`src/rtl/ram_port_arbiter_pkg.sv`:
```
// ram_port_arbiter_pkg: shared RAM access modes, read-owner tags and address-range helper.
package ram_port_arbiter_pkg;
  localparam logic [1:0] RAM_MODE_BYTE = 2'd0;
  localparam logic [1:0] RAM_MODE_HALF = 2'd1;
  localparam logic [1:0] RAM_MODE_WORD = 2'd2;
  localparam int WORD_BYTES = 4;
  typedef enum logic [1:0] {
    OWN_NONE = 2'd0,
    OWN_IF   = 2'd1,
    OWN_LS   = 2'd2
  } owner_t;
  function automatic logic [63:0] addr_limit(input int mem_words);
    return 64'(mem_words) * 64'(WORD_BYTES);
  endfunction
endpackage

```
`src/rtl/ram_access_check.sv`:
```
// ram_access_check: flags misaligned, bad-mode or out-of-range RAM accesses.
module ram_access_check
  import ram_port_arbiter_pkg::*;
#(
  parameter int ADDR_W    = 32,
  parameter int MEM_WORDS = 65536
) (
  input  logic [ADDR_W-1:0] addr,
  input  logic [1:0]        mode,
  output logic              illegal
);
  localparam logic [63:0] LIMIT = addr_limit(MEM_WORDS);
  always_comb
    illegal = mode == 2'd3
           || (mode == RAM_MODE_HALF && addr[1:0] == 2'd3)
           || (mode == RAM_MODE_WORD && addr[1:0] != 2'd0)
           || 64'(addr) >= LIMIT;
endmodule

```
`src/rtl/ram_port_arbiter.sv`:
```
// ram_port_arbiter: shares the single-port data RAM between fetch (IF) and load/store (LS).
// ARB_ROUND_ROBIN_EN: under contention the port not granted last time wins instead of fixed LS priority.
module ram_port_arbiter
  import ram_port_arbiter_pkg::*;
#(
  parameter int MEM_WORDS = 65536,
  parameter int ADDR_W    = 32
) (
  input  logic              clk,
  input  logic              rst,
  input  logic              if_req,
  input  logic [ADDR_W-1:0] if_addr,
  output logic              if_gnt,
  output logic              if_rvalid,
  output logic [31:0]       if_rdata,
  output logic              if_err,
  input  logic              ls_req,
  input  logic              ls_we,
  input  logic [ADDR_W-1:0] ls_addr,
  input  logic [31:0]       ls_wdata,
  input  logic [1:0]        ls_mode,
  input  logic              ls_signed,
  output logic              ls_gnt,
  output logic              ls_rvalid,
  output logic [31:0]       ls_rdata,
  output logic              ls_err,
  output logic              ram_we,
  output logic [31:0]       ram_r_addr,
  output logic [31:0]       ram_w_addr,
  output logic [31:0]       ram_w_data,
  output logic [1:0]        ram_write_mode,
  output logic [1:0]        ram_read_mode,
  output logic              ram_read_signed,
  input  logic [31:0]       ram_r_data
);
  logic              ls_first, illegal, rd;
  logic [ADDR_W-1:0] g_addr;
  logic [1:0]        g_mode;
  owner_t            owner, owner_nxt;
  logic              if_err_q, ls_err_q;
  logic [31:0]       if_hold, ls_hold;
`ifdef ARB_ROUND_ROBIN_EN
  logic ptr_ls;
  always_ff @(posedge clk)
    if (rst) ptr_ls <= 1'b1;
    else if (if_gnt || ls_gnt) ptr_ls <= if_gnt;
  always_comb ls_first = ptr_ls;
`else
  always_comb ls_first = 1'b1;
`endif
  always_comb begin
    ls_gnt = !rst && ls_req && (!if_req || ls_first);
    if_gnt = !rst && if_req && !ls_gnt;
    g_addr = ls_gnt ? ls_addr : if_addr;
    g_mode = ls_gnt ? ls_mode : RAM_MODE_WORD;
  end
  ram_access_check #(
    .ADDR_W   (ADDR_W),
    .MEM_WORDS(MEM_WORDS)
  ) u_check (
    .addr   (g_addr),
    .mode   (g_mode),
    .illegal(illegal)
  );
  // Illegal requests are consumed but never reach the RAM.
  always_comb begin
    ram_we          = ls_gnt && ls_we && !illegal;
    rd              = (if_gnt || (ls_gnt && !ls_we)) && !illegal;
    ram_w_addr      = ram_we ? 32'(ls_addr) : '0;
    ram_w_data      = ram_we ? ls_wdata : '0;
    ram_write_mode  = ram_we ? ls_mode : '0;
    ram_r_addr      = rd ? 32'(g_addr) : '0;
    ram_read_mode   = rd ? g_mode : '0;
    ram_read_signed = rd && ls_gnt && ls_signed;
    owner_nxt       = !rd ? OWN_NONE : ls_gnt ? OWN_LS : OWN_IF;
  end
  always_ff @(posedge clk)
    if (rst) begin
      owner    <= OWN_NONE;
      if_err_q <= 1'b0;
      ls_err_q <= 1'b0;
      if_hold  <= '0;
      ls_hold  <= '0;
    end else begin
      owner    <= owner_nxt;
      if_err_q <= if_gnt && illegal;
      ls_err_q <= ls_gnt && illegal;
      if_hold  <= if_rdata;
      ls_hold  <= ls_rdata;
    end
  // Gating with rst kills any response still in flight when reset arrives.
  always_comb begin
    if_rvalid = !rst && owner == OWN_IF;
    ls_rvalid = !rst && owner == OWN_LS;
    if_err    = !rst && if_err_q;
    ls_err    = !rst && ls_err_q;
    if_rdata  = rst ? '0 : owner == OWN_IF ? ram_r_data : if_hold;
    ls_rdata  = rst ? '0 : owner == OWN_LS ? ram_r_data : ls_hold;
  end
endmodule

```
`config.mk`:
```
export PLATFORM = sky130hd
export DESIGN_NAME = ram_port_arbiter
export DESIGN_NICKNAME = d
export VERILOG_FILES = /design/src/rtl/ram_port_arbiter_pkg.sv /design/src/rtl/ram_access_check.sv /design/src/rtl/ram_port_arbiter.sv
export SDC_FILE = /design/constraint.sdc
export NUM_CORES = 1
export LEC_CHECK = 0
export CAP_MARGIN = 10
export CELL_PAD_IN_SITES_DETAIL_PLACEMENT = 1
export CELL_PAD_IN_SITES_GLOBAL_PLACEMENT = 1
export CORE_UTILIZATION = 20
export CTS_CLUSTER_SIZE = 25
export DETAILED_ROUTE_END_ITERATION = 12
export PLACE_DENSITY_LB_ADDON = 0.1
export SYNTH_ARGS = -nofsm -noshare
export SYNTH_HDL_FRONTEND = slang
export SYNTH_SLANG_ARGS = --single-unit
```
`constraint.sdc`:
```
create_clock -name clk -period 1.7 [get_ports clk]
set_clock_uncertainty 0.05 [all_clocks]
set_input_delay 0.255 -clock clk [delete_from_list [all_inputs] [get_ports clk]]
set_output_delay 0.255 -clock clk [all_outputs]
set_load 0.03 [all_outputs]
```
# == Word level (Yosys, flattened, before mapping) ==
# Index checks and enable logic that the tools add are counted.
# classes
eq_ne,6
n_reduce_logical,27
n_mux,12
order_cmp,1
bitwise,1
# op_table
op,n
2-to-1 mux 32 bit,8
greater-or-equal comparator 32 x 19 -> 1 bit (second input constant),1
logical AND 1 bit,17
== test 2 bit (second input constant),4
2-to-1 mux 2 bit,4
== test 2 x 1 -> 1 bit (second input constant),2
zero test 1 bit,4
logical OR 1 bit,4
nonzero test 2 bit,1
OR reduction 2 bit,1
NOT 1 bit,1
# totals
ff_bits,68
output_inout_bits,172

# == Depth between registers and ports, before layout ==
# Gate-level depths: netlist of run 1.
# logic_depth
ltp_word,12
mapped_depth,9
depth_no_buf,5

# == Modules after synthesis ==
# Synthesis of run 1 repeated with hierarchy kept, for this count alone.
# hier_totals
cells_unflattened,530
hier_area_um2,3987.6
# by_module_without_submodules
mod,cells_per_inst,area_per_inst_um2,instances
ram_port_arbiter,522,3930.0,1
ram_access_check,8,57.6,1

# == Worst setup path before layout of run 1 ==
# OpenSTA, ideal clock, no wires.
# synth_path
path_type,in2out
from,in rst
to,out ram_r_addr[0]
path_buffers,3
path_stages,8
required_time_ns,1.395
arrival_time_ns,1.907
slack_ns,-0.512
path_cell_list,buf_6 -> nand2b_1 -> buf_6 -> clkinv_2 -> nand3_2 -> a211o_1 -> buf_6 -> nor3_1
# synth_via
elab_chain_cells,11
word_cells_on_any_way,23
cone_classes,order compare (1); eq/ne (4); mux (3); reduce/logical (15)
# synth_rtl
element,line_no,text
"start, declared",ram_port_arbiter.sv:10,"input logic rst,"
zero test 1 bit *,"ram_port_arbiter.sv:52, ram_port_arbiter.sv:53",
branches (longest 9 deep; another with greater-or-equal comparator 32 x 19 -> 1 bit),n/a,
2-to-1 mux 32 bit *,ram_port_arbiter.sv:72,ram_r_addr = rd ? 32'(g_addr) : '0;
"end, declared",ram_port_arbiter.sv:28,"output logic [31:0] ram_r_addr,"
# Every way passes the cells marked *.

# == Worst setup path after layout of run 1 ==
# layout_path
from,in ls_addr[21]
to,out ram_r_addr[1]
# layout_via
elab_chain_cells,6
# layout_rtl
element,line_no,text
"start, declared",ram_port_arbiter.sv:19,"input logic [ADDR_W-1:0] ls_addr,"
2-to-1 mux 32 bit,ram_port_arbiter.sv:54,g_addr = ls_gnt ? ls_addr : if_addr;
greater-or-equal comparator 32 x 19 -> 1 bit,ram_access_check.sv:17,|| 64'(addr) >= LIMIT;
logical OR 1 bit,ram_access_check.sv:17,
zero test 1 bit,ram_port_arbiter.sv:68,rd = (if_gnt || (ls_gnt && !ls_we)) && !illegal;
logical AND 1 bit,ram_port_arbiter.sv:68,
2-to-1 mux 32 bit,ram_port_arbiter.sv:72,
# Every way passes these cells.

==> metrics.log, run 1 <==
INFO  metric routed-via-count = 5,498
INFO  metric floorplan.io_pins = 308
INFO  metric synth_cells = 532
INFO  metric top_layer_used = met4
INFO  metric vdd_drop_max = 0.000320 V
INFO  metric design.die.area = 0.0200 mm2
INFO  metric synth_flop_cell = dfxtp_1
INFO  metric port-buffer-count = 279
INFO  metric place_inst = 1,067
INFO  metric worst_slack = -0.494 ns
INFO  metric detail_route.vias_per_cell = 4.55
INFO  metric ctsRootBufferMaster = clkbuf_16
INFO  metric antenna_found_initial = 2
INFO  metric timing.setup.tns = -47.57 ns
INFO  metric router_iterations_before_antenna_repair = 4
INFO  metric worst_setup_path_end_kind = primary output
INFO  metric failed_checks = setup timing
INFO  metric critical_path_peak_fanout = 8
INFO  metric max_slew.worst_pin.slew = 0.549 ns
INFO  metric fin_util = 0.580
INFO  metric met3_length = 1.24 mm
INFO  metric timing.hold.worst.class = in2reg
INFO  metric number_of_distinct_library_cell_variants_in_the_gate_level_netlist_after_synthesis = 34
INFO  metric cp.arrival = 1.89 ns
INFO  metric cts_tree = built
INFO  metric status = complete, but fails checks
INFO  metric post_route_hold_slack = 0.350 ns
INFO  metric grt.total_usage = 0.235
INFO  metric num-nets-final = 1,078
INFO  metric netlist_top_cells_count = nand2_1 (133), a21oi_1 (130), dfxtp_1 (68), and2_1 (52), buf_4 (29)
INFO  metric synth_top_area_share = 0.349
INFO  metric max_cap_violations = 0
INFO  metric final.min_clock_period = 2.19 ns
INFO  metric slew_headroom = 0.633
INFO  metric syn2layout_area_growth = 181%
INFO  metric final_hold_viol_count = 0
INFO  metric rsz_0062_raised_after_global_routing = true
INFO  metric grt_pass1_vias = 6,011
INFO  metric async_reset_ff_frac = 0
INFO  metric reg2reg_slack = 0.08 ns
INFO  metric fp.coreArea = 0.0189 mm2
INFO  metric critical_path_class = in2out
INFO  metric grt_first_pass_wirelength = 35.3 mm
INFO  metric detail-route-antenna-nets = 0
INFO  metric highest_attainable_clock_frequency = 456 MHz
INFO  metric clkTransAtPathRegs = 0.05 ns
INFO  metric syn_avg_cell_area = 7.33 um2
INFO  metric die_h = 142 um
INFO  metric cts_max_level = 3
INFO  metric netlist_area = 0.00390 mm2
INFO  metric setup_viol_count_final = 139
INFO  metric fin_cells = 1,209
INFO  metric p_per_area = 397 mW/mm2
INFO  metric edff_count_synth = 0
INFO  metric clk-insertion-delay-late = 0.33 ns
INFO  metric pwr_total = 4340 uW
INFO  metric dieWidth = 142 um
INFO  metric detailroute.wirelength.met2 = 14.0 mm
INFO  metric drive_above_1_share = 0.633
INFO  metric globalRouteOverflowTotal = 0
INFO  metric post-route-period-util = 1.29
INFO  metric synth.most_common_cell = nand2_1
INFO  metric critPathLaunchType = input pin
INFO  metric post-route-drc-count = 0
INFO  metric fillers = 1,993
INFO  metric first_iter_violations = 111
INFO  metric met1_length = 9.58 mm
INFO  metric initial_core_utilization = 0.206
INFO  metric gp_routability_congestion = 0.788
INFO  metric grt_start_max_net_pins = 61
INFO  metric synth.largest_area_cell = dfxtp_1
INFO  metric detail_route.wl_per_cell = 20.9 um
INFO  metric cts_inserted_buffers = 9
INFO  metric cts_buffer_depth = 2
INFO  metric place.detailed.hpwl = 14.1 mm
INFO  metric leakagePower = 0.00456 uW
INFO  metric clkSinkCount = 68
INFO  metric fp-row-count = 50
INFO  metric timing.final.max_slew_violations = 0
INFO  metric detail_route.wirelength = 25.3 mm
INFO  metric ffs_latches_synth = 68
INFO  metric leading_post_synthesis_cells_by_cell_area = dfxtp_1 (35%), a21oi_1 (17%), nand2_1 (13%)
INFO  metric cp.required = 1.39 ns
INFO  metric synth.yosys.seq_area_share = 0.349
INFO  metric yosysWarningCount = 0
==> state kept, by name, summed over array words and instances (netlist names) <==
name	count
if_hold	32
ls_hold	32
owner	2
if_err_q	1
ls_err_q	1
==> power breakdown <==
| group | total (uW) | switching, uW | internal (uW) | leakage (uW) |
|---|---|---|---|---|
| Sequential | 1590 | 0.665 | 1590 | 0.000549 |
| Combinational | 782 | 413 | 369 | 0.00385 |
| Clock | 1970 | 751 | 1220 | 0.000152 |
==> layer usage <==
layer | global-route usage | vias up
met2 | 0.445 | 200
met4 | 0.0594 | 0
li1 | - | 2565
met1 | 0.264 | 2701
met5 | 0 | -
met3 | 0.0486 | 32
==> per-stage QoR <==
step,area [um2],worst slack (ns)
finish,11000,-0.494
CTS,10300,-0.531
detailed placement,7330,-0.846
floorplan,4540,-0.285
global placement,7330,-0.810
global route,11000,-0.550
==> worst max-delay path, cell delays in order <==
cell     delay (ns)
buf_8          0.10
nor4_4         0.29
buf_4          0.18
buf_6          0.10
nand3_4        0.05
a211o_1        0.31
buf_6          0.15
buf_12         0.15
nor3_4         0.15
buf_6          0.16
==> final timing paths <==
kind,from,endpoint,depth (start not counted)
max,ls_addr[21],ram_r_addr[1],10
max reg2reg,owner[1],ls_hold[29],9
min reg2reg,if_hold[14],if_hold[14],2
min,ls_we,owner[1],3
==> final cells by class <==
cell class,instances,area (um2),area share
Timing Repair Buffer,443,4980,0.454
Multi-Input combinational cell,418,3950,0.361
Sequential cell,68,1370,0.125
Tap cell,260,325,0.0297
Clock buffer,11,253,0.0231
Clock inverter,5,60.1,0.00548
Inverter,2,12.5,0.00114
Antenna cell,2,5.00,0.000457
==> repair_timing <==
item                       CTS  global route
gates cloned                24             3
hold buffers                 0             0
setup endpoints to repair  145           140
resized for setup          461           124
buffers inserted            76            45
pin swaps                  122            98
==> layout by cell type (no fill, tap or decap), types with 3 or more instances in the layout <==
cell type        count
buf_6              156
buf_4              102
clkdlybuf4s50_1     98
dfxtp_1             66
a21oi_1             65
nand2_4             62
and2_4              52
nand2_1             39
a21oi_4             33
a21oi_2             32
buf_12              31
conb_1              28
nand2_8             22
nor3_4              19
mux2i_1             18
buf_16              15
clkbuf_16           12
nand2_2             10
dlygate4sd2_1       10
buf_2                9
clkdlybuf4s15_1      6
buf_8                6
nor2_1               5
nor4_2               4
nand2b_4             3
clkinv_4             3
clkbuf_2             3
==> logic make-up (layout without fill, tap and decap cells) <==
kind of cell | after synthesis | after routing | share of synthesized area
compound gates | 138 | 138 | 0.183
buf+inv | 73 | 461 | 0.118
flops | 68 | 68 | 0.349
mux | 18 | 18 | 0.0462
other cells | 1 | 30 | 0.000962
simple gates | 234 | 234 | 0.302
Note: power is estimated with default switching activity, not from simulation.
==> run 2: changes to the inputs <==
--- a/config.mk
+++ b/config.mk
@@ -8,9 +8,12 @@
 export CAP_MARGIN = 10
 export CELL_PAD_IN_SITES_DETAIL_PLACEMENT = 1
 export CELL_PAD_IN_SITES_GLOBAL_PLACEMENT = 1
+export CORE_MARGIN = 1
 export CORE_UTILIZATION = 20
 export CTS_CLUSTER_SIZE = 25
 export DETAILED_ROUTE_END_ITERATION = 12
+export GPL_ROUTABILITY_DRIVEN = 0
+export HOLD_SLACK_MARGIN = 0.12
 export PLACE_DENSITY_LB_ADDON = 0.1
 export SYNTH_ARGS = -nofsm -noshare
 export SYNTH_HDL_FRONTEND = slang
==> results of run 2 <==
Final layout, timing and power as in run 1 (identical DEF).
